$ cat src/rtl/fir_pkg.sv
// Shared FIR datapath constants for the controller, sample buffer and MAC core.
package fir_pkg;

    localparam int unsigned INPUT_WIDTH  = 16;
    localparam int unsigned OUTPUT_WIDTH = 38;
    localparam int unsigned COEFF_COUNT  = 64;

endpackage

$ cat src/rtl/fir_pipe_reg.sv
// Generic pipeline register: async active-high reset, sync clear, load enable.
module fir_pipe_reg #(
    parameter int unsigned Width = 8
) (
    input  logic             clk,
    input  logic             rst,
    input  logic             clr,
    input  logic             en,
    input  logic [Width-1:0] d,
    output logic [Width-1:0] q
);

    logic [Width-1:0] q_q;

    // clr wins over en so a flush discards the inputs of that cycle
    always_ff @(posedge clk or posedge rst) begin
        if (rst) begin
            q_q <= '0;
        end else if (clr) begin
            q_q <= '0;
        end else if (en) begin
            q_q <= d;
        end
    end

    assign q = q_q;

endmodule

$ cat src/rtl/fir_mac_core.sv
// FIR multiply-accumulate core: registered signed product feeding two interleaved
// partial sums (even/odd cycles) through a result/res_pipe feedback loop.
module fir_mac_core
    import fir_pkg::*;
#(
    parameter int unsigned InputWidth  = INPUT_WIDTH,
    parameter int unsigned OutputWidth = OUTPUT_WIDTH
) (
    input  logic                          clk,
    input  logic                          rst,
    input  logic signed [InputWidth-1:0]  sample,
    input  logic signed [InputWidth-1:0]  coeff,
    input  logic                          flush,
    output logic [OutputWidth-1:0]        dout
);

    localparam int unsigned ProdWidth = 2 * InputWidth;

    logic signed [ProdWidth-1:0]   prod;
    logic signed [ProdWidth-1:0]   mult_pipe;
    logic signed [OutputWidth-1:0] ext;
    logic [OutputWidth-1:0]        sum;
    logic [OutputWidth-1:0]        result;
    logic [OutputWidth-1:0]        res_pipe;

    assign prod = sample * coeff;
    assign ext  = OutputWidth'(mult_pipe);
    // Wraps modulo 2^OutputWidth; no saturation by design
    assign sum  = ext + res_pipe;

    fir_pipe_reg #(
        .Width(ProdWidth)
    ) u_mult_pipe (
        .clk(clk),
        .rst(rst),
        .clr(flush),
        .en (1'b1),
        .d  (prod),
        .q  (mult_pipe)
    );

    fir_pipe_reg #(
        .Width(OutputWidth)
    ) u_result (
        .clk(clk),
        .rst(rst),
        .clr(flush),
        .en (1'b1),
        .d  (sum),
        .q  (result)
    );

    fir_pipe_reg #(
        .Width(OutputWidth)
    ) u_res_pipe (
        .clk(clk),
        .rst(rst),
        .clr(flush),
        .en (1'b1),
        .d  (result),
        .q  (res_pipe)
    );

    assign dout = result;

endmodule

$ cat config.mk
export PLATFORM = sky130hd
export DESIGN_NAME = fir_mac_core
export DESIGN_NICKNAME = d
export VERILOG_FILES = /design/src/rtl/fir_pkg.sv /design/src/rtl/fir_pipe_reg.sv /design/src/rtl/fir_mac_core.sv
export SDC_FILE = /design/constraint.sdc
export NUM_CORES = 1
export LEC_CHECK = 0
export CORE_MARGIN = 5
export CORE_UTILIZATION = 45
export CTS_BUF_LIST = sky130_fd_sc_hd__clkbuf_8 sky130_fd_sc_hd__clkbuf_16
export CTS_CLUSTER_DIAMETER = 80
export DETAILED_ROUTE_END_ITERATION = 10
export PLACE_DENSITY = 0.63
export SKIP_CTS_REPAIR_TIMING = 1
export SKIP_LAST_GASP = 1
export SLEW_MARGIN = 20
export SYNTH_ARGS = -nofsm -noshare
export SYNTH_HDL_FRONTEND = slang
export SYNTH_HIERARCHICAL = 1
export SYNTH_SLANG_ARGS = --single-unit
$ cat constraint.sdc
create_clock -name clk -period 4.4 [get_ports clk]
set_input_delay 0.88 -clock clk [delete_from_list [all_inputs] [get_ports clk]]
set_output_delay 0.88 -clock clk [all_outputs]
set_load 0.05 [all_outputs]
==> reports/summary.txt <==
GR Util All Layers: 19.0%
antenna cells: 0
DRT iter0 DRCs: 630
Root Buffer: clkbuf_16
number of flops mapped to enable cells by yosys: 0
die area: 39500 sq um
DR top layer: met4
maximum fanout along the worst path: 4
IO buf count: 72
half-perimeter wire length after placement: 30.1 mm
kind of critical path: input pin to register
Worst Tran Pin Value: 0.797 ns
ANT nets after route: 0
global-route wire length before repair: 62.6 mm
CTS tree: built
Hold Vio Cnt, Final: 0
RSZ-0062 raised after global routing: true
slew margin rel.: 46.9%
GRT overflow: 0
Die Y: 199 microns
violated checks: setup timing
Seq. cell area: 2700 sq um
Die Wd: 199 microns
reg-to-reg endpoint: u_result/q[30]$_DFFE_PP0P_
Final setup violation count: 26
Design Area, Final: 19600 sq um
Max H-tree Level: 3
placed cell area: 18600 sq um
Synth Flop Type: dfrtp_1
Ys Warns: 6
met1 wire length: 17.5 mm
Initial Util: 45.3%
final worst slack: -2.03 ns
drt pass-1 iters: 5
Final Cycle Share: 146%
most frequent cells in the layout: inv_1 (282), fa_1 (250), nor2_1 (158)
CP Launch Type: input pin
MaxCap Viol Count: 0
Clock Latency Late Sink: 0.35 ns
FF-to-FF path depth: 14
reg2reg start: u_mult_pipe/q[0]$_DFFE_PP0P_
Pins Over Slew Limit: 0
clock sink total: 108
outcome: finished, violations left
CTS Buf Count: 9
Seq/Total Area, Yosys: 16.9%
final WL: 36.7 mm
initial antenna violation count: 0
worst hold path type: register to register
WL per Instance: 15.4 microns
hold_sp: u_result/q[2]$_DFFE_PP0P_
Hold EP: u_res_pipe/q[2]$_DFFE_PP0P_
crit path DAT: 6.64 ns
Post-Syn Area: 16000 sq um
area of the multi-input gates: 12400 sq um
GPL Wtd Cong: 0.864
CORE AREA: 35400 sq um
worst hold path depth: 2
NumNets Final: 2335
WL met2: 17.4 mm
top-area cell type share of the netlist area: 32.8%
vias in the first global route: 12700
P&R area growth vs syn: 22.1%
Synth cell types: 62
Avg Inst Size Synth: 9.54 sq um
Yosys reg bits: 108
I/O pin count: 73
largest net degree at the start of global routing: 109
Setup crit end kind: register
clock transition at the registers of the reported paths: 0.07 ns
area leader, netlist: fa_1
cell count after synthesis: 1682
vias per cell: 4.96
Fill cells: 3194
share of layout cells above drive strength 1: 19.3%
commonest non-fill, non-tap cell in the layout: inv_1
Worst Clk Skew: 0.0101 ns
number of cell rows: 69
fmax: 156 MHz
Req. time, crit path: 4.61 ns
Tmin final: 6.43 ns
Reg2Reg Setup Slack: 0.90 ns
ranking of synthesized cells by area: fa_1 (33%), dfrtp_1 (17%), ha_1 (9.3%), inv_1 (7.1%), mux2i_1 (6.7%)
vias: 11800
# DRC: 0
CTS Buffer Depth: 2
ys async rst share: 100%
met3 WL: 1.12 mm
==> synthesized netlist by cell type, types with 2 or more instances <==
library cell	instances
and2_1	129
o31a_1	2
dfrtp_1	108
fa_1	263
o311ai_0	2
o21ai_2	2
o31ai_1	6
or2_2	3
a21oi_1	51
mux2i_1	108
a21o_1	28
a31o_2	2
ha_1	119
buf_2	2
buf_12	7
a211o_1	3
nand3_1	16
or4_1	2
o211ai_1	3
buf_4	2
and3_1	5
buf_6	3
o21bai_1	6
nor3_1	9
a21boi_0	2
buf_1	3
clkbuf_1	41
xnor2_1	46
a211oi_1	9
nor2_1	162
xor2_1	17
nand4_1	7
inv_1	302
o21ai_0	24
nor2b_1	4
a31oi_1	4
a311oi_1	2
nand2_1	136
o21a_1	11
nand3b_1	2
nand2b_1	8
==> critical path: stages <==
cell	delay [ns]
buf_8	0.11
and2_4	0.16
fa_1	0.54
inv_2	0.04
fa_1	0.49
fa_1	0.42
fa_1	0.52
inv_2	0.05
fa_1	0.56
fa_1	0.46
ha_4	0.26
a21o_1	0.18
a21o_1	0.18
a221oi_4	0.30
a211oi_2	0.13
or4_4	0.54
a31o_4	0.25
a21o_1	0.16
a21oi_2	0.14
xnor2_1	0.08
mux2i_1	0.13
nor2_1	0.05
==> cells by family after synthesis <==
| group | synth area share, % |
|---|---|
| AND/OR/NAND/NOR | 14.4 |
| adder cells (fa/ha/maj) | 42.1 |
| buffers and inverters | 9.34 |
| AO/OA/AOI/OAI | 7.06 |
| multiplexers | 6.74 |
| flip-flops | 16.9 |
| XOR/XNOR | 3.44 |
| other | 0.0234 |
==> routing by layer <==
layer / up-vias / track usage (%)
met5: - / 0
met4: 0 / 3.67
met3: 44 / 1.95
met2: 193 / 30.8
met1: 5872 / 28.2
li1: 5704 / -
==> layout make-up <==
class | instances | share of cell area (%)
clock inverters | 6 | 0.447
well taps | 461 | 2.94
multi-input cells | 1218 | 63.1
repair buffers | 279 | 12.7
clock buffers | 10 | 1.22
flip-flops and latches | 108 | 13.8
inverters | 302 | 5.79
==> per-stage QoR <==
stage | hold WS [ns] | setup TNS, ns | setup WS [ns] | cells | utilization, %
2_1_floorplan | 0.599 | -30.37 | -2.09 | 1686 | -
3_3_place_gp | 0.528 | -55.64 | -2.83 | 2337 | 52.4
3_5_place_dp | 0.539 | -55.88 | -2.87 | 2337 | 52.4
4_1_cts | 0.558 | -47.13 | -2.54 | 2353 | 53.3
5_1_grt | 0.585 | -40.49 | -2.28 | 2384 | 55.3
6_report | 0.552 | -34.88 | -2.03 | 2384 | 55.3
==> flip-flops by register name, summed over array words and instances (netlist names) <==
register,flops
u_res_pipe/q,38
u_result/q,38
u_mult_pipe/q,32
==> worst max path at each step <==
stage                     cells after the start  startpoint                            end
after floorplan                              22    coeff[4]  u_mult_pipe/q[24]$_DFFE_PP0P_
after global placement                       22    coeff[4]  u_mult_pipe/q[24]$_DFFE_PP0P_
after detailed placement                     23    coeff[1]  u_mult_pipe/q[24]$_DFFE_PP0P_
after CTS                                    23    coeff[1]  u_mult_pipe/q[24]$_DFFE_PP0P_
after global routing                         22   sample[6]  u_mult_pipe/q[24]$_DFFE_PP0P_
final                                        22   sample[6]  u_mult_pipe/q[24]$_DFFE_PP0P_
Power is not shown: default switching activity piles up to over one toggle a cycle in this logic, so the estimate is an artifact.
